[src/rtl/pong_game_if.sv]
// Game-flow bus between the Pong pixel pipeline and the game controller.
// The master drives frame/button/ball events; the slave (controller) returns enables and status.
interface pong_game_if;
    logic       frame_tick;
    logic       start_btn;
    logic       hit;
    logic       miss;
    logic       ball_run;
    logic       ball_reload;
    logic       paddle_run;
    logic [7:0] score;
    logic [1:0] lives;
    logic [2:0] state_code;
    logic [1:0] speed_level;

    modport master (
        output frame_tick, start_btn, hit, miss,
        input  ball_run, ball_reload, paddle_run, score, lives, state_code, speed_level
    );

    modport slave (
        input  frame_tick, start_btn, hit, miss,
        output ball_run, ball_reload, paddle_run, score, lives, state_code, speed_level
    );
endinterface

[src/rtl/pong_game_ctrl.sv]
// Pong game-flow FSM: serve/play/scored/over sequencing, BCD score and lives.
// Optional ball speed-up on repeated hits is enabled by defining PONG_SPEEDUP_EN.
module pong_game_ctrl #(
    parameter int LIVES         = 3,
    parameter int SERVE_FRAMES  = 60,
    parameter int SCORED_FRAMES = 30
`ifdef PONG_SPEEDUP_EN
   ,parameter int SPEEDUP_HITS  = 5
`endif
) (
    input logic        clk,
    input logic        rstn,
    pong_game_if.slave bus
);
    typedef enum logic [2:0] {
        S_IDLE   = 3'd0,
        S_SERVE  = 3'd1,
        S_PLAY   = 3'd2,
        S_SCORED = 3'd3,
        S_OVER   = 3'd4
    } state_t;

    state_t     r_state, w_next;
    logic       r_start_q;
    logic [7:0] r_frm;
    logic       r_reload;
    logic [7:0] r_score;
    logic [1:0] r_lives;
    logic [1:0] r_speed;

    logic w_start_rise, w_new_game, w_hit_ok, w_miss_ok, w_entry;

    assign w_start_rise = bus.start_btn & ~r_start_q;
    // A miss always wins over a simultaneous hit.
    assign w_miss_ok    = (r_state == S_PLAY) & bus.miss;
    assign w_hit_ok     = (r_state == S_PLAY) & bus.hit & ~bus.miss;
    assign w_new_game   = ((r_state == S_IDLE) | (r_state == S_OVER)) & w_start_rise;
    assign w_entry      = (w_next != r_state);

    always_ff @(posedge clk or negedge rstn) begin
        if (!rstn) begin
            r_state   <= S_IDLE;
            r_start_q <= 1'b0;
            r_reload  <= 1'b0;
        end else begin
            r_state   <= w_next;
            r_start_q <= bus.start_btn;
            r_reload  <= (w_next == S_SERVE) && (r_state != S_SERVE);
        end
    end

    always_comb begin
        w_next = r_state;
        unique case (r_state)
            S_IDLE, S_OVER: if (w_start_rise) w_next = S_SERVE;
            S_SERVE:  if (bus.frame_tick && r_frm == 8'(SERVE_FRAMES - 1)) w_next = S_PLAY;
            S_PLAY:   if (w_miss_ok) w_next = (r_lives == 2'd1) ? S_OVER : S_SCORED;
            S_SCORED: if (bus.frame_tick && r_frm == 8'(SCORED_FRAMES - 1)) w_next = S_SERVE;
            default:  w_next = S_IDLE;
        endcase
    end

    // Counter restarts on every state change so each phase sees exactly N ticks.
    always_ff @(posedge clk or negedge rstn) begin
        if (!rstn)                 r_frm <= 8'd0;
        else if (w_entry)          r_frm <= 8'd0;
        else if (bus.frame_tick && (r_state == S_SERVE || r_state == S_SCORED))
                                   r_frm <= r_frm + 8'd1;
    end

    always_ff @(posedge clk or negedge rstn) begin
        if (!rstn) begin
            r_score <= 8'h00;
            r_lives <= 2'(LIVES);
        end else if (w_new_game) begin
            r_score <= 8'h00;
            r_lives <= 2'(LIVES);
        end else if (w_miss_ok) begin
            r_lives <= r_lives - 2'd1;
        end else if (w_hit_ok && r_score != 8'h99) begin
            if (r_score[3:0] == 4'd9) r_score <= {r_score[7:4] + 4'd1, 4'd0};
            else                      r_score <= {r_score[7:4], r_score[3:0] + 4'd1};
        end
    end

`ifdef PONG_SPEEDUP_EN
    logic [7:0] r_hits;
    always_ff @(posedge clk or negedge rstn) begin
        if (!rstn) begin
            r_hits  <= 8'd0;
            r_speed <= 2'd0;
        end else if (w_new_game || w_miss_ok) begin
            r_hits  <= 8'd0;
            r_speed <= 2'd0;
        end else if (w_hit_ok) begin
            if (r_hits == 8'(SPEEDUP_HITS - 1)) begin
                r_hits <= 8'd0;
                if (r_speed != 2'd3) r_speed <= r_speed + 2'd1;
            end else begin
                r_hits <= r_hits + 8'd1;
            end
        end
    end
`else
    assign r_speed = 2'd0;
`endif

    always_comb begin
        bus.ball_run   = 1'b0;
        bus.paddle_run = 1'b0;
        unique case (r_state)
            S_SERVE: bus.paddle_run = 1'b1;
            S_PLAY: begin
                bus.ball_run   = 1'b1;
                bus.paddle_run = 1'b1;
            end
            default: ;
        endcase
    end

    assign bus.ball_reload = r_reload;
    assign bus.score       = r_score;
    assign bus.lives       = r_lives;
    assign bus.state_code  = r_state;
    assign bus.speed_level = r_speed;
endmodule

[src/flat_wrapper.sv]
// flat-port wrapper written by rule: the top's interface ports become plain ports
module pong_game_ctrl_flat 
#(
    parameter int LIVES         = 3,
    parameter int SERVE_FRAMES  = 60,
    parameter int SCORED_FRAMES = 30

)
  (clk, rstn, bus_frame_tick, bus_start_btn, bus_hit, bus_miss, bus_ball_run, bus_ball_reload, bus_paddle_run, bus_score, bus_lives, bus_state_code, bus_speed_level);
  pong_game_if bus_i ();
  input logic clk;
  input logic rstn;
  input wire logic [$bits(bus_i.frame_tick)-1:0] bus_frame_tick;
  input wire logic [$bits(bus_i.start_btn)-1:0] bus_start_btn;
  input wire logic [$bits(bus_i.hit)-1:0] bus_hit;
  input wire logic [$bits(bus_i.miss)-1:0] bus_miss;
  output wire logic [$bits(bus_i.ball_run)-1:0] bus_ball_run;
  output wire logic [$bits(bus_i.ball_reload)-1:0] bus_ball_reload;
  output wire logic [$bits(bus_i.paddle_run)-1:0] bus_paddle_run;
  output wire logic [$bits(bus_i.score)-1:0] bus_score;
  output wire logic [$bits(bus_i.lives)-1:0] bus_lives;
  output wire logic [$bits(bus_i.state_code)-1:0] bus_state_code;
  output wire logic [$bits(bus_i.speed_level)-1:0] bus_speed_level;
  assign bus_i.frame_tick = bus_frame_tick;
  assign bus_i.start_btn = bus_start_btn;
  assign bus_i.hit = bus_hit;
  assign bus_i.miss = bus_miss;
  assign bus_ball_run = bus_i.ball_run;
  assign bus_ball_reload = bus_i.ball_reload;
  assign bus_paddle_run = bus_i.paddle_run;
  assign bus_score = bus_i.score;
  assign bus_lives = bus_i.lives;
  assign bus_state_code = bus_i.state_code;
  assign bus_speed_level = bus_i.speed_level;
  pong_game_ctrl #(.LIVES(LIVES), .SERVE_FRAMES(SERVE_FRAMES), .SCORED_FRAMES(SCORED_FRAMES)) u_core (.clk(clk), .rstn(rstn), .bus(bus_i));
endmodule
[config.mk]
export PLATFORM = sky130hd
export DESIGN_NAME = pong_game_ctrl_flat
export DESIGN_NICKNAME = d
export VERILOG_FILES = /design/src/rtl/pong_game_if.sv /design/src/rtl/pong_game_ctrl.sv /design/src/flat_wrapper.sv
export SDC_FILE = /design/constraint.sdc
export NUM_CORES = 1
export LEC_CHECK = 0
export CELL_PAD_IN_SITES_DETAIL_PLACEMENT = 1
export CELL_PAD_IN_SITES_GLOBAL_PLACEMENT = 1
export CORE_MARGIN = 8
export CORE_UTILIZATION = 42
export CTS_CLUSTER_DIAMETER = 120
export CTS_CLUSTER_SIZE = 28
export DETAILED_ROUTE_END_ITERATION = 6
export GPL_TIMING_DRIVEN = 1
export PLACE_DENSITY = 0.95
export SETUP_SLACK_MARGIN = 0.3
export SYNTH_ARGS = -nofsm -noshare
export SYNTH_HDL_FRONTEND = slang
export SYNTH_SLANG_ARGS = --single-unit
[constraint.sdc]
create_clock -name clk -period 4.6 [get_ports clk]
set_clock_uncertainty 0.15 [all_clocks]
set_input_delay 0.92 -clock clk [delete_from_list [all_inputs] [get_ports clk]]
set_output_delay 0.92 -clock clk [all_outputs]
set_load 0.05 [all_outputs]
==> results of run 1 <==
## flip-flops by register name (all words and copies together), names as in the netlist
register and flops:
u_core.bus.score 8, u_core.r_frm 8, u_core.r_start_q 1, u_core.bus.lives 2
u_core.bus.ball_reload 1, u_core.bus.state_code 3
## report_power, final
part | leakage [nW] | internal [W] | switching (W)
combinational | 0.351 | 0.0000748 | 0.000114
clock | 0.0177 | 0.0000324 | 0.0000620
sequential | 0.289 | 0.000233 | 0.0000409
## final timing paths
| kind | from | to | slack, ns | depth (start not counted) |
|---|---|---|---|---|
| worst max-delay path | u_core.bus.state_code[0]$_DFF_PN0_ | bus_ball_run | 1.40 | 2 |
| worst min-delay path | u_core.bus.lives[1]$_DFFE_PN1P_ | u_core.bus.lives[1]$_DFFE_PN1P_ | 0.37 | 2 |
| worst max register to register | u_core.r_frm[1]$_DFFE_PN0P_ | u_core.r_frm[4]$_DFFE_PN0P_ | 2.44 | 6 |
| worst min register to register | u_core.bus.lives[1]$_DFFE_PN1P_ | u_core.bus.lives[1]$_DFFE_PN1P_ | 0.37 | 2 |
| max in group asynchronous | rstn | u_core.bus.ball_reload$_DFF_PN0_ | 2.64 | 1 |
| min in group asynchronous | rstn | u_core.r_frm[5]$_DFFE_PN0P_ | 1.03 | 1 |
## metrics by stage
stage	area, um^2	total power, W	instances
after floorplan	1340	0.000406	144
after CTS	1600	0.000565	208
final	1600	0.000557	208
after global routing	1600	0.000596	208
after global placement	1570	0.000450	204
after detailed placement	1570	0.000468	204
## cells in the final DEF (no fill, tap or decap), types with 3 or more instances in the layout
cell,netlist,routed
clkdlybuf4s50_1,0,21
o21ai_0,3,3
nand4b_1,3,3
nor2_1,11,11
clkbuf_4,0,3
inv_1,7,7
nor2b_1,5,5
a21oi_1,9,9
nand2_1,16,16
a31oi_1,3,3
nand3b_1,3,3
ha_1,5,5
xnor2_1,6,6
or3_1,3,3
nor3_1,9,9
o21ai_1,3,3
dfrtp_1,21,21
nand3_1,5,5
xor2_1,4,4
## worst max-delay path: cells and delay by family (launching register included)
kind | cells | cell delay, ns
buffers and inverters | 1 | 0.87
and+or+nand+nor | 1 | 0.38
DFF | 1 | 0.58
## routing by layer
| metal | vias up | share of wire, % | track usage, % |
|---|---|---|---|
| li1 | 535 | - | - |
| met1 | 570 | 43 | 16.8 |
| met2 | 15 | 54 | 26.0 |
| met3 | 4 | 2.3 | 1.65 |
| met4 | 0 | 1.5 | 4.99 |
| met5 | - | 0 | 0 |
## cell type report
class / instances / area [um^2]
Clock buffer: 3 / 22.5
Clock inverter: 1 / 5.00
Fill cell: 348 / 1430
Inverter: 7 / 26.3
Multi-Input combinational cell: 109 / 702
Sequential cell: 23 / 578
Tap cell: 44 / 55.1
Timing Repair Buffer: 21 / 210
## cells by family after synthesis
logic type,Yosys count,share of synthesized area [%]
other,1,0.282
XOR/XNOR,10,6.58
adder cells (fa/ha/maj),5,4.70
flip-flops,23,43.4
multiplexers,1,0.752
buffers and inverters,12,4.14
AO/OA/AOI/OAI,21,10.1
AND/OR/NAND/NOR,70,30.0
==> results.toml, run 1 <==
[clocking]
cts_buffers = 3
cts_sinks = 23
cts_hold_buf = 0
cts.repair.resized = 0
cts_tree = "built"
cts.clk_slew.worst_paths_ns = 0.13
clock_path_buffers = 2
root_buffer = "clkbuf_4"
post_cts_buffers = 0
clock_latency_ns = 0.31
htreeDepth = 1

[grt]
antenna_found_initial = 0
grt.overflow.total = 0
track_usage_pct = 14.3
grt_pass1_wl_mm = 6.07
first_global_vias = 1249
grt_max_degree = 24

[route]
drc = 0
antenna_left = 0
drt-wirelength-per-cell_um = 16.3
via_per_inst = 5.40
drt-total-wl_mm = 3.40
dr_total_vias = 1124
first_pass_iters = 4
drt-initial-drc-count = 62

[die]
core_mm2 = 0.00303
io_pins = 24
rows = 20
initial_core_util_pct = 44.0
die-height_um = 72.3
die_area_mm2 = 0.00523
die_x_um = 72.3

[sta]
hold_viol_final = 0
post-route-min-period_ns = 3.20
post-route-period-util_pct = 69.6
finalSetupTns_ns = 0
fmax_mhz = 312
hold_ws_ns = 0.371
final.setup.worst_slack_ns = 1.40
tightest_slew_ns = 1.07
setup_viol = 0
maxSlewViolCount = 0
slew_headroom_pct = 28.6
rsz0062_at_grt = "false"

[cells_and_area]
diodes = 0
layout-drive-gt1-share_pct = 7.32
area_growth_pct = 20.1
final_util_pct = 52.8
nNetsFinal = 176

[synthesis]
synth-seq-cells = 23
synthDistinctLibCells = 39
yosys.area.top_type_share_pct = 39.5
ys.flop_type = "dfrtp_1"
synth_most_common_cell = "dfrtp_1"
synth_edf_count = 0
synth_area_per_cell_um2 = 9.31
synth.cell_area_mm2 = 0.00133
synth_warnings = 0
synth_area_leaders = "dfrtp_1 39%, ha_1 4.7%, nand2_1 4.5%, dfstp_2 3.9%, xnor2_1 3.9%"
synth_top_area_cell = "dfrtp_1"
netlist_instances = 143
netlist_top_cells_count = "21 x dfrtp_1, 16 x nand2_1, 11 x nor2_1"
ys_seq_area_share_pct = 43.4
ys_async_sr_fraction_pct = 100

[place]
gp_congestion = 0.933
port_buffers = 21
place_ws_ns = 1.65
dp_hpwl_mm = 2.62

[critical_path]
cp.required_ns = 3.53
worstPathMaxFanout = 12
cpPeakStageDelay_ns = 0.87
cp_slowest_cell = "clkdlybuf4s50_1"
crit_chain = "nor3b_4 > clkdlybuf4s50_1"
cp_data_arrival_time_ns = 2.13
worstSetupPathType = "reg -> out"
worstSetupEndpointType = "output port"
cp-start-kind = "flop"

[job]
cap_violations = 0

[worst_hold_path]
min_path_type = "reg -> reg"

[run_status]
status = "completed"

[pwr]
p_leak_nw = 0.658
ir_worst_vdd_v = 0.000152
powerDensity_mw_per_mm2 = 348
No activity file was read; power rests on OpenSTA's default activity.
==> run 2, diff against run 1 <==
--- a/config.mk
+++ b/config.mk
@@ -8,12 +8,12 @@
 export CELL_PAD_IN_SITES_DETAIL_PLACEMENT = 1
 export CELL_PAD_IN_SITES_GLOBAL_PLACEMENT = 1
 export CORE_MARGIN = 8
-export CORE_UTILIZATION = 42
+export CORE_UTILIZATION = 39
 export CTS_CLUSTER_DIAMETER = 120
 export CTS_CLUSTER_SIZE = 28
 export DETAILED_ROUTE_END_ITERATION = 6
 export GPL_TIMING_DRIVEN = 1
-export PLACE_DENSITY = 0.95
+export PLACE_DENSITY = 0.9
 export SETUP_SLACK_MARGIN = 0.3
 export SYNTH_ARGS = -nofsm -noshare
 export SYNTH_HDL_FRONTEND = slang
==> constraint.sdc (replaced) <==
create_clock -name clk -period 3.22 [get_ports clk]
set_clock_uncertainty 0.15 [all_clocks]
set_input_delay 0.644 -clock clk [delete_from_list [all_inputs] [get_ports clk]]
set_output_delay 0.644 -clock clk [all_outputs]
set_load 0.05 [all_outputs]
==> run 2 against run 1 <==
Net effect:
- die area increased by 6.0%
- critical path type unchanged
- highest routed layer unchanged
- combinational power increased by 46%
- final area increased by 0.86%
==> results.toml, run 2 (synthesis gave the netlist of run 1 again) <==
[run_status]
status = "completed"

[grt]
antenna_found_initial = 0
grt.overflow.total = 0
first_global_vias = 1245
grt_max_degree = 24
track_usage_pct = 13.9
grt_pass1_wl_mm = 5.97

[route]
first_pass_iters = 4
drc = 0
antenna_left = 0
dr_total_vias = 1094
drt-total-wl_mm = 3.38
drt-initial-drc-count = 14
drt-wirelength-per-cell_um = 16.0
via_per_inst = 5.18

[die]
die-height_um = 74.4
core_mm2 = 0.00331
rows = 21
initial_core_util_pct = 40.2
io_pins = 24
die_area_mm2 = 0.00554
die_x_um = 74.4

[clocking]
clock_path_buffers = 2
cts_buffers = 3
cts.clk_slew.worst_paths_ns = 0.13
cts_sinks = 23
htreeDepth = 1
cts_tree = "built"
clock_latency_ns = 0.32
post_cts_buffers = 0
root_buffer = "clkbuf_4"

[critical_path]
r2r_start = "u_core.r_frm[1]$_DFFE_PN0P_"
timing.rr.end = "u_core.r_frm[2]$_DFFE_PN0P_"
worstPathMaxFanout = 12
cp.required_ns = 2.43
cpPeakStageDelay_ns = 0.89
critPathTopFamily = "buffers and inverters"
cp-start-kind = "flop"
r2r_slack_ns = 0.99
worstSetupPathType = "reg -> out"
worstSetupStartpoint = "u_core.bus.state_code[0]$_DFF_PN0_"
worstSetupPathDepth = 1
cp_data_arrival_time_ns = 1.85
worstSetupEndpointType = "output port"
crit_chain = "clkdlybuf4s50_1"
cp_slowest_cell = "clkdlybuf4s50_1"
reg2regPathDepth = 6
crit_end = "bus_state_code[0]"
crit_buf_inv = 1

[cells_and_area]
layout-drive-gt1-share_pct = 7.88
diodes = 0
nNetsFinal = 177
fillers = 406
final_cell_mix = "21 x dfrtp_1, 19 x clkdlybuf4s50_1, 16 x nand2_1, 11 x nor2_1"
final_common_cell = "dfrtp_1"
area_growth_pct = 21.1

[sta]
slew_headroom_pct = 65.8
rsz0062_at_grt = "false"
hold_viol_final = 0
finalSetupTns_ns = 0
post-route-min-period_ns = 2.64
setup_viol = 0
maxSlewViolCount = 0
hold_ws_ns = 0.367
fmax_mhz = 378
tightest_slew_ns = 0.511
post-route-period-util_pct = 82.1

[worst_hold_path]
hold_start = "u_core.bus.lives[1]$_DFFE_PN1P_"
min_path_type = "reg -> reg"

[place]
dp_hpwl_mm = 2.62
port_buffers = 21
gp_congestion = 0.776

[pwr]
p_leak_nw = 0.680
powerDensity_mw_per_mm2 = 500
ir_worst_vdd_v = 0.000200

[job]
cap_violations = 0
==> run 2: changes by cell type in the layout (fill, tap and decap cells not counted), sizes merged <==
| cell | previous run | this run |
|---|---|---|
| buf | 0 | 1 |
| clkinv | 1 | 0 |
| clkinvlp | 0 | 1 |
| dlymetal6s2s | 0 | 1 |
| clkdlybuf4s50 | 21 | 19 |
| dlygate4sd2 | 0 | 1 |
==> run 2: metrics by stage <==
stage | cells | area, um^2 | total power (W) | utilization, % | setup slack [ns]
final | 211 | 1610 | 0.000806 | 48.7 | 0.575
after global routing | 211 | 1610 | 0.000863 | 48.7 | 0.466
after CTS | 211 | 1610 | 0.000812 | 48.6 | 0.328
after detailed placement | 207 | 1580 | 0.000670 | 47.8 | 0.549
after global placement | 207 | 1580 | 0.000649 | 47.8 | 0.661
after floorplan | 144 | 1340 | 0.000580 | - | 0.639
==> run 2: timing repair <==
item,in CTS,in global routing
resized for setup,1,1
gates cloned,0,0
pin swaps,0,0
endpoints found under the setup margin,1,1
hold buffers,0,0
==> run 2: worst min path at each step <==
stage | endpoint | depth (start not counted)
6_report | u_core.bus.lives[1]$_DFFE_PN1P_ | 2
5_1_grt | u_core.bus.lives[1]$_DFFE_PN1P_ | 2
4_1_cts | u_core.bus.lives[1]$_DFFE_PN1P_ | 2
3_5_place_dp | u_core.bus.lives[1]$_DFFE_PN1P_ | 2
3_3_place_gp | u_core.bus.lives[1]$_DFFE_PN1P_ | 2
2_1_floorplan | u_core.bus.ball_reload$_DFF_PN0_ | 0
==> run 2: layout make-up <==
cell class | count | area, um^2 | area share, %
tap | 46 | 57.6 | 3.57
timing repair buffer | 22 | 219 | 13.6
multi-input combinational | 109 | 702 | 43.5
inverter | 7 | 26.3 | 1.63
clock inverter | 1 | 7.51 | 0.465
sequential | 23 | 578 | 35.8
clock buffer | 3 | 22.5 | 1.40
==> run 2: per-layer routing <==
layer | vias to the layer above | track usage, % | wire (um)
li1 | 535 | - | -
met1 | 535 | 16.9 | 1460
met2 | 20 | 22.7 | 1690
met3 | 4 | 4.31 | 195
met4 | 0 | 4.35 | 29
met5 | - | 0 | 0
==> run 2: power by group <==
part	switching, W	internal (W)	leakage [nW]
Sequential	0.0000564	0.000332	0.289
Combinational	0.000168	0.000108	0.377
Clock	0.0000948	0.0000475	0.0139
Total	0.000319	0.000487	0.680
==> run 3, diff against run 2 <==
--- a/config.mk
+++ b/config.mk
@@ -8,12 +8,12 @@
 export CELL_PAD_IN_SITES_DETAIL_PLACEMENT = 1
 export CELL_PAD_IN_SITES_GLOBAL_PLACEMENT = 1
 export CORE_MARGIN = 8
-export CORE_UTILIZATION = 39
+export CORE_UTILIZATION = 35
 export CTS_CLUSTER_DIAMETER = 120
 export CTS_CLUSTER_SIZE = 28
 export DETAILED_ROUTE_END_ITERATION = 6
 export GPL_TIMING_DRIVEN = 1
-export PLACE_DENSITY = 0.9
+export PLACE_DENSITY = 0.86
 export SETUP_SLACK_MARGIN = 0.3
 export SYNTH_ARGS = -nofsm -noshare
 export SYNTH_HDL_FRONTEND = slang
==> constraint.sdc (replaced) <==
create_clock -name clk -period 2.2 [get_ports clk]
set_clock_uncertainty 0.15 [all_clocks]
set_input_delay 0.44 -clock clk [delete_from_list [all_inputs] [get_ports clk]]
set_output_delay 0.44 -clock clk [all_outputs]
set_load 0.05 [all_outputs]
==> run 3 against run 2 <==
Net effect:
- worst hold slack worse by 0.0052 ns
- worst setup slack worse by 0.48 ns
- utilization is 0.94 points lower
- non-clock buffer count is 15 higher
- via count is 7.5% higher
- final area is 8.5% higher
- global-route usage is 1.4 points lower
- largest power group unchanged
- register-to-register slack worse by 0.90 ns
- sequential share of layout area is 2.6 points lower
==> results.toml, run 3 (synthesis gave the netlist of run 1 again) <==
[sta]
tightest_slew_ns = 0.512
post-route-period-util_pct = 95.8
setup_viol = 0
hold_viol_final = 0
final.setup.worst_slack_ns = 0.0929
fmax_mhz = 475
maxSlewViolCount = 0
rsz0062_at_grt = "true"
finalSetupTns_ns = 0
post-route-min-period_ns = 2.11
slew_headroom_pct = 66.0

[cells_and_area]
final_cell_mix = "24 x buf_4, 18 x dfrtp_1, 16 x nand2_1, 11 x nor2_1"
fillers = 433
finalNonFillerCells = 228
layout-drive-gt1-share_pct = 23.9
multi_input_area_um2 = 708
final_common_cell = "buf_4"
seq_area_um2 = 582
area_growth_pct = 31.4
final_util_pct = 47.8
nNetsFinal = 192
diodes = 0

[pwr]
clkPwrFrac_pct = 21.1
power_frac_comb_pct = 38.2
power.total_w = 0.00134
sw_frac_of_total_pct = 37.0
ir_worst_vdd_v = 0.000399
powerDensity_mw_per_mm2 = 764
switching_power_w = 0.000495
power.share.sequential_pct = 40.7
p_leak_nw = 0.772
intPower_w = 0.000842

[worst_hold_path]
whs_path_depth = 2
min_path_type = "reg -> reg"

[die]
die-height_um = 77.7
initial_core_util_pct = 36.4
rows = 22
io_pins = 24
die_area_mm2 = 0.00603
core_mm2 = 0.00366
die_x_um = 77.7

[run_status]
status = "completed"

[route]
wl_met2_mm = 1.90
drt-met1-wl_mm = 1.54
antenna_left = 0
drt-wirelength-per-cell_um = 16.1
via_per_inst = 5.16
first_pass_iters = 2
drc = 0
drt-total-wl_mm = 3.66
top_layer_used = "met4"
met3RoutedLength_um = 175
dr_total_vias = 1176
drt-initial-drc-count = 44

[place]
dp_hpwl_mm = 2.68
gp_congestion = 0.848
port_buffers = 21
place_ws_ns = -0.00512
place_inst = 215

[critical_path]
cp-start-kind = "flop"
worstPathMaxFanout = 6
worstSetupEndpointType = "flop"
reg2regPathDepth = 6
worstSetupPathType = "reg -> reg"
crit_chain = "inv_1 > ha_1 > or4b_1 > or4_4 > a22oi_4 > nor3_1"
cp_data_arrival_time_ns = 2.12
cpPeakStageDelay_ns = 0.45
cp_slowest_cell = "or4_4"
cp.required_ns = 2.21

[clocking]
cts_sinks = 23
root_buffer = "clkbuf_8"
cts.clk_slew.worst_paths_ns = 0.09
clock_path_buffers = 2
htreeDepth = 1
cts_tree = "built"
clock_latency_ns = 0.28
cts_buffers = 3

[job]
cap_violations = 0

[grt]
grt_pass1_wl_mm = 6.22
antenna_found_initial = 0
track_usage_pct = 12.5
grt.overflow.total = 0
grt_max_degree = 24
first_global_vias = 1290
## run 3: changes by cell type in the layout (fill, tap and decap cells not counted), moves of 2 or more
cell	previous run	this run
dfrtp_1	21	18
buf_12	0	2
clkdlybuf4s50_1	19	5
clkbuf_8	0	3
dfrtp_2	0	3
dlygate4sd2_1	1	4
buf_4	1	24
clkbuf_4	3	0
## run 3: critical path: cells and delay by family (launching register included)
kind,cells,cell delay [ns]
fa+ha+maj,1,0.14
simple gates,3,0.98
compound gates,1,0.27
buf+inv,1,0.06
flops,1,0.39
## run 3: worst paths after layout
kind                                                      start                               to  slack (ns)
min in group asynchronous                                  rstn  u_core.bus.score[3]$_DFFE_PN0P_        0.37
worst min register to register  u_core.bus.lives[1]$_DFFE_PN1P_  u_core.bus.lives[1]$_DFFE_PN1P_        0.36
max in group asynchronous                                  rstn  u_core.bus.lives[1]$_DFFE_PN1P_        1.24
worst max register to register      u_core.r_frm[1]$_DFFE_PN0P_      u_core.r_frm[0]$_DFFE_PN0P_        0.09
worst max-delay path                u_core.r_frm[1]$_DFFE_PN0P_      u_core.r_frm[0]$_DFFE_PN0P_        0.09
worst min-delay path            u_core.bus.lives[1]$_DFFE_PN1P_  u_core.bus.lives[1]$_DFFE_PN1P_        0.36
## run 3: area by class of cell
type	instances	area share, %
clock inverter	1	0.286
sequential	23	33.3
timing repair buffer	37	18.7
inverter	7	1.50
tap	48	3.43
clock buffer	3	2.36
multi-input combinational	109	40.5
## run 3: timing repair
action | CTS | global route
hold buffers | 0 | 0
pin swaps | 1 | 3
endpoints found under the setup margin | 14 | 13
setup buffers | 8 | 1
cloned | 0 | 0
gates resized for setup | 7 | 2
## run 3: metal layers
layer / up-vias / track usage [%]
met2: 18 / 22.8
li1: 567 / -
met3: 6 / 3.34
met4: 0 / 4.53
met1: 585 / 13.3
met5: - / 0
## run 3: metrics by stage
stage / instance area [um^2] / hold WS, ns
finish: 1750 / 0.362
global route: 1750 / 0.390
CTS: 1730 / 0.375
detailed placement: 1630 / 0.361
global placement: 1630 / 0.331
floorplan: 1350 / -0.00559
## run 3: power by group through the flow
stage	combinational (W)	clock [W]	sequential [W]
floorplan	0.000273	0	0.000592
global placement	0.000412	0	0.000570
detailed placement	0.000435	0	0.000577
CTS	0.000502	0.000292	0.000543
global route	0.000561	0.000307	0.000555
finish	0.000510	0.000283	0.000544
